--- src/rtl/sqrt_datapath.sv ---
`default_nettype none
// ============================================================================
//  Module   : sqrt_datapath
//  Purpose  : Restoring digit-by-digit integer square-root datapath executing
//             ld / sh / ld_tmp / lda2 / r0 micro-ops from an external sequencer.
//  Options  : SQRT_DP_REMAINDER_EN exports the partial remainder port.
//  Revision : 1.0 - initial release
// ============================================================================
module sqrt_datapath #(
  parameter int WIDTH = 16
) (
  input  logic                 clk,
  input  logic                 rst,
  input  logic [WIDTH-1:0]     radicand,
  input  logic                 ld,
  input  logic                 sh,
  input  logic                 ld_tmp,
  input  logic                 lda2,
  input  logic                 r0,
  output logic                 z,
  output logic                 msb,
  output logic [WIDTH/2-1:0]   result
`ifdef SQRT_DP_REMAINDER_EN
  ,
  output logic [WIDTH/2:0]     remainder
`endif
);

  localparam int RW = WIDTH / 2;
  localparam int CW = $clog2(RW) + 1;
  localparam logic [CW-1:0] CNT_INIT = CW'(RW);

  logic [WIDTH-1:0] a_q,   a_d;
  logic [RW+1:0]    a2_q,  a2_d;
  logic [RW+2:0]    tmp_q, tmp_d;
  logic [RW-1:0]    r_q,   r_d;
  logic [CW-1:0]    cnt_q, cnt_d;

  always_comb begin
    a_d   = a_q;
    a2_d  = a2_q;
    tmp_d = tmp_q;
    r_d   = r_q;
    cnt_d = cnt_q;
    if (ld) begin
      a_d   = radicand;
      a2_d  = '0;
      tmp_d = '0;
      r_d   = '0;
      cnt_d = CNT_INIT;
    end else begin
      if (sh) begin
        {a2_d, a_d} = {a2_q[RW-1:0], a_q, 2'b00};
        r_d         = {r_q[RW-2:0], 1'b0};
        cnt_d       = (cnt_q == '0) ? cnt_q : cnt_q - CW'(1);
      end else begin
        if (lda2) a2_d = tmp_q[RW+1:0];
        if (r0)   r_d[0] = 1'b1;
      end
      // R has already been shifted by sh, so {R,1} is {previous root, 2'b01}.
      if (ld_tmp) tmp_d = {1'b0, a2_q} - {2'b00, r_q, 1'b1};
    end
  end

  always_ff @(posedge clk or posedge rst) begin
    if (rst) begin
      a_q   <= '0;
      a2_q  <= '0;
      tmp_q <= '0;
      r_q   <= '0;
      cnt_q <= '0;
    end else begin
      a_q   <= a_d;
      a2_q  <= a2_d;
      tmp_q <= tmp_d;
      r_q   <= r_d;
      cnt_q <= cnt_d;
    end
  end

  assign z      = (cnt_q == '0);
  assign msb    = tmp_q[RW+2];
  assign result = r_q;
`ifdef SQRT_DP_REMAINDER_EN
  assign remainder = a2_q[RW:0];
`endif

endmodule
`default_nettype wire

--- config.mk ---
export PLATFORM = sky130hd
export DESIGN_NAME = sqrt_datapath
export DESIGN_NICKNAME = d
export VERILOG_FILES = /design/src/rtl/sqrt_datapath.sv
export SDC_FILE = /design/constraint.sdc
export NUM_CORES = 1
export LEC_CHECK = 0
export ABC_AREA = 1
export BUFFER_PORTS_ARGS = -buffer_cell sky130_fd_sc_hd__buf_4
export CAP_MARGIN = 10
export CELL_PAD_IN_SITES_DETAIL_PLACEMENT = 2
export CELL_PAD_IN_SITES_GLOBAL_PLACEMENT = 2
export CORE_ASPECT_RATIO = 0.7
export CORE_MARGIN = 2
export CORE_UTILIZATION = 35
export CTS_CLUSTER_SIZE = 24
export DETAILED_ROUTE_END_ITERATION = 8
export PLACE_DENSITY = 0.77
export SYNTH_ARGS = -nofsm -noshare
export SYNTH_HDL_FRONTEND = slang
export SYNTH_SLANG_ARGS = --single-unit
--- constraint.sdc ---
create_clock -name clk -period 1.8 [get_ports clk]
set_input_delay 0.27 -clock clk [delete_from_list [all_inputs] [get_ports clk]]
set_output_delay 0.27 -clock clk [all_outputs]
set_load 0.01 [all_outputs]
==> impl_results.md <==
- Routed Antenna Nets: 0
- Sw Share: 30.73%
- Sw Pwr: 855.9 uW
- CTS tree: built
- DIE AREA: between 0.007 and 0.008 mm^2
- Final Cycle Share: between 90 and 100%
- Skew-Pair Late Insertion Delay: a little over 300 ps
- Setup WS pre-CTS: about 140 ps
- Internal Power: 1929 uW
- Worst-Margin Slew: about 310 ps
- Count of cell types in the netlist: 33
- Final hold slack: 158.8 ps
- Layout Nets: 370
- Worst Setup Slack, final: 120.7 ps
- Chip height: 74.91 um
- Grt total ovfl: 0
- Clock Skew: 8.503 ps
- Core Region: between 0.006 and 0.007 mm^2
- Synthesized cell area: around 0.0025 mm^2
- Synth Flop Type: dfrtp_1
- Fin util: between 40% and 50%
- Slew margin rel.: 79.27%
- EDFF count, synth: 0
- Clock share of power: a little under a third
- Initial Util: 36.69%
- Total negative slack: 0 ps
- Deepest clock path buffer count: 2
- Post-synthesis cell count: 290
- Worst EP arrival: between 1500 and 2000 ps
- Seq/Total Area, Yosys: approximately 49%
- Flop pwr share: between 40% and 50%
- Vias in the first global route: 2,480
- GPL Wtd Cong: 0.8039
- Port Buffers: 32
- Most common cell after layout, fill and taps aside: nand2_1
- 1st-pass router iterations: 4
- R2r setup slk: 120 ps
- Final Hold Fails: 0
- Most frequent cells in the layout: 61 x nand2_1, 49 x dfrtp_1, 46 x buf_4
- RSZ-0062 raised after global routing: false
- Max Freq: 595.5 MHz
- CTS root buf: clkbuf_8
- Multi-input logic area: 0.001071 mm^2
- CTS buffer count: 5
- DR vias/cell: 5.135
- Area Overhead vs Synth: 22.30%
- Total Routing Usage GR: 22.25%
- Critical Path End Type: flop
- MaxCap Viol Count: 0
- Final min period: 1679 ps
- FFs w/ async S/R, synth: between 90% and 100%
- DRT iter0 DRCs: 70
- Worst-path clk slew: 100 ps
- Seq cells post-synth: 49
- Status: finished, final reports clean
- First-pass GRT wire length: 13,360 um
- H-tree depth: 2
- Worst vdd ir: 0.3229 mV
- WL per Instance: 18.10 um
- CP required: 2010 ps
- Pins Over Slew Limit: 0
- I/O Pins: 33
- Design Power: between 2000 and 3000 uW
- Clock sinks: 49
- PD cells: 906.0 mW/mm^2
- Comb pwr share: 23.7%
- Largest net degree at the start of global routing: 22
- DIE WIDTH: 105.3 um
- Initial antenna violation count: 0
- Setup violations, final: 0
- Worst setup SP type: flop
- Register area: 0.001226 mm^2
- WS Path Type: flop to flop
- Residual DRC: 0
- Critical-path maximum fanout: 3
- Mapped Nets: 324
- Total Routed Length: 7800 um
- DPL Wire Length: 5891 um
- Rows: 25
- ANT cells: 0
- LEAKAGE: 0.001544 uW
- Share of layout cells above drive strength 1: 19.88%
- Fillers: 760
- Min-delay worst type: input port to flop
- Synth warnings: 0
- Vias: 2,213
- Mapped Avg Cell Area: 8.668 um^2
[per-layer routing]
| layer | up-vias | part of all wire (%) | GRT usage (%) |
|---|---|---|---|
| li1 | 1050 | - | - |
| met1 | 1128 | 51 | 30.48 |
| met2 | 27 | 46 | 38.42 |
| met3 | 8 | 2.1 | 3.203 |
| met4 | 0 | 0.83 | 4.444 |
| met5 | - | 0 | 0 |
[power by group through the flow]
stage | Clock (uW) | Sequential, uW | Combinational, uW
after global placement | 0 | 1290 | 623
after floorplan | 0 | 1280 | 418
after global routing | 894 | 1290 | 755
after CTS | 866 | 1280 | 661
final | 848 | 1280 | 660
after detailed placement | 0 | 1300 | 650
[Yosys cell counts (3+ instances only)]
cell / instances / area share (%)
a21oi_1: 14 / 2.8
a22oi_1: 6 / 1.8
buf_2: 3 / 0.60
clkbuf_1: 3 / 0.45
dfrtp_1: 49 / 49
ha_1: 10 / 5.0
inv_1: 42 / 6.3
nand2_1: 61 / 9.1
nand3_1: 12 / 2.4
nor2_1: 19 / 2.8
o21ai_0: 24 / 4.8
o22ai_1: 20 / 5.0
o22ai_2: 3 / 1.5
[registers in the layout (all words and copies together), names as in the netlist]
name / cells
a_q: 16
cnt_q: 4
a2_q: 10
tmp_q: 11
result: 8
[stage by stage]
step / instances / area, um^2
floorplan: 290 / 2514
global route: 431 / 3074
global placement: 421 / 2933
detailed placement: 421 / 2933
CTS: 430 / 3059
finish: 431 / 3074
[critical path, stage by stage (launching register included)]
cell and delay, ps:
dfrtp_1 360, inv_1 90, fa_1 440, nand2_1 100, o21ai_0 70, buf_4 160, nand2_1 80, nand3b_1 100
nand3_1 120, nand2_1 60
[timing repair]
| action | CTS | global route |
|---|---|---|
| gates resized for setup | 0 | 2 |
| hold buffers | 1 | 0 |
| hold endpoints to repair | 9 | 0 |
| endpoints found under the setup margin | 0 | 5 |
| setup buffers | 0 | 1 |
[area by class of cell]
cell class / instances / area share (%)
clock buffers: 7 / 2.808
clock inverters: 1 / 0.9768
inverters: 44 / 5.454
multi-input cells: 188 / 34.84
flip-flops and latches: 49 / 39.89
well taps: 94 / 3.826
repair buffers: 48 / 12.21
[final timing paths]
| check | end | cells past startpoint | from |
|---|---|---|---|
| setup / recovery | tmp_q[6]$_DFFE_PP0P_ | 9 | result[0]$_DFFE_PP0P_ |
| hold / removal | a_q[1]$_DFFE_PP0N_ | 3 | radicand[1] |
| setup reg to reg | tmp_q[6]$_DFFE_PP0P_ | 9 | result[0]$_DFFE_PP0P_ |
| hold reg to reg | tmp_q[7]$_DFFE_PP0P_ | 2 | tmp_q[7]$_DFFE_PP0P_ |
| max in group asynchronous | a2_q[3]$_DFFE_PP0P_ | 4 | rst |
| min in group asynchronous | result[6]$_DFFE_PP0N_ | 3 | rst |
[logic make-up (layout without fill, tap and decap cells)]
logic type	count (synthesis)	after routing	synth area share [%]
buf+inv	53	100	8.910
compound gates	73	73	17.77
simple gates	100	100	17.27
xor+xnor	2	2	0.6970
flops	49	49	48.78
fa+ha+maj	11	11	5.774
mux	2	2	0.7964
Power figures use the tool's default switching activity.
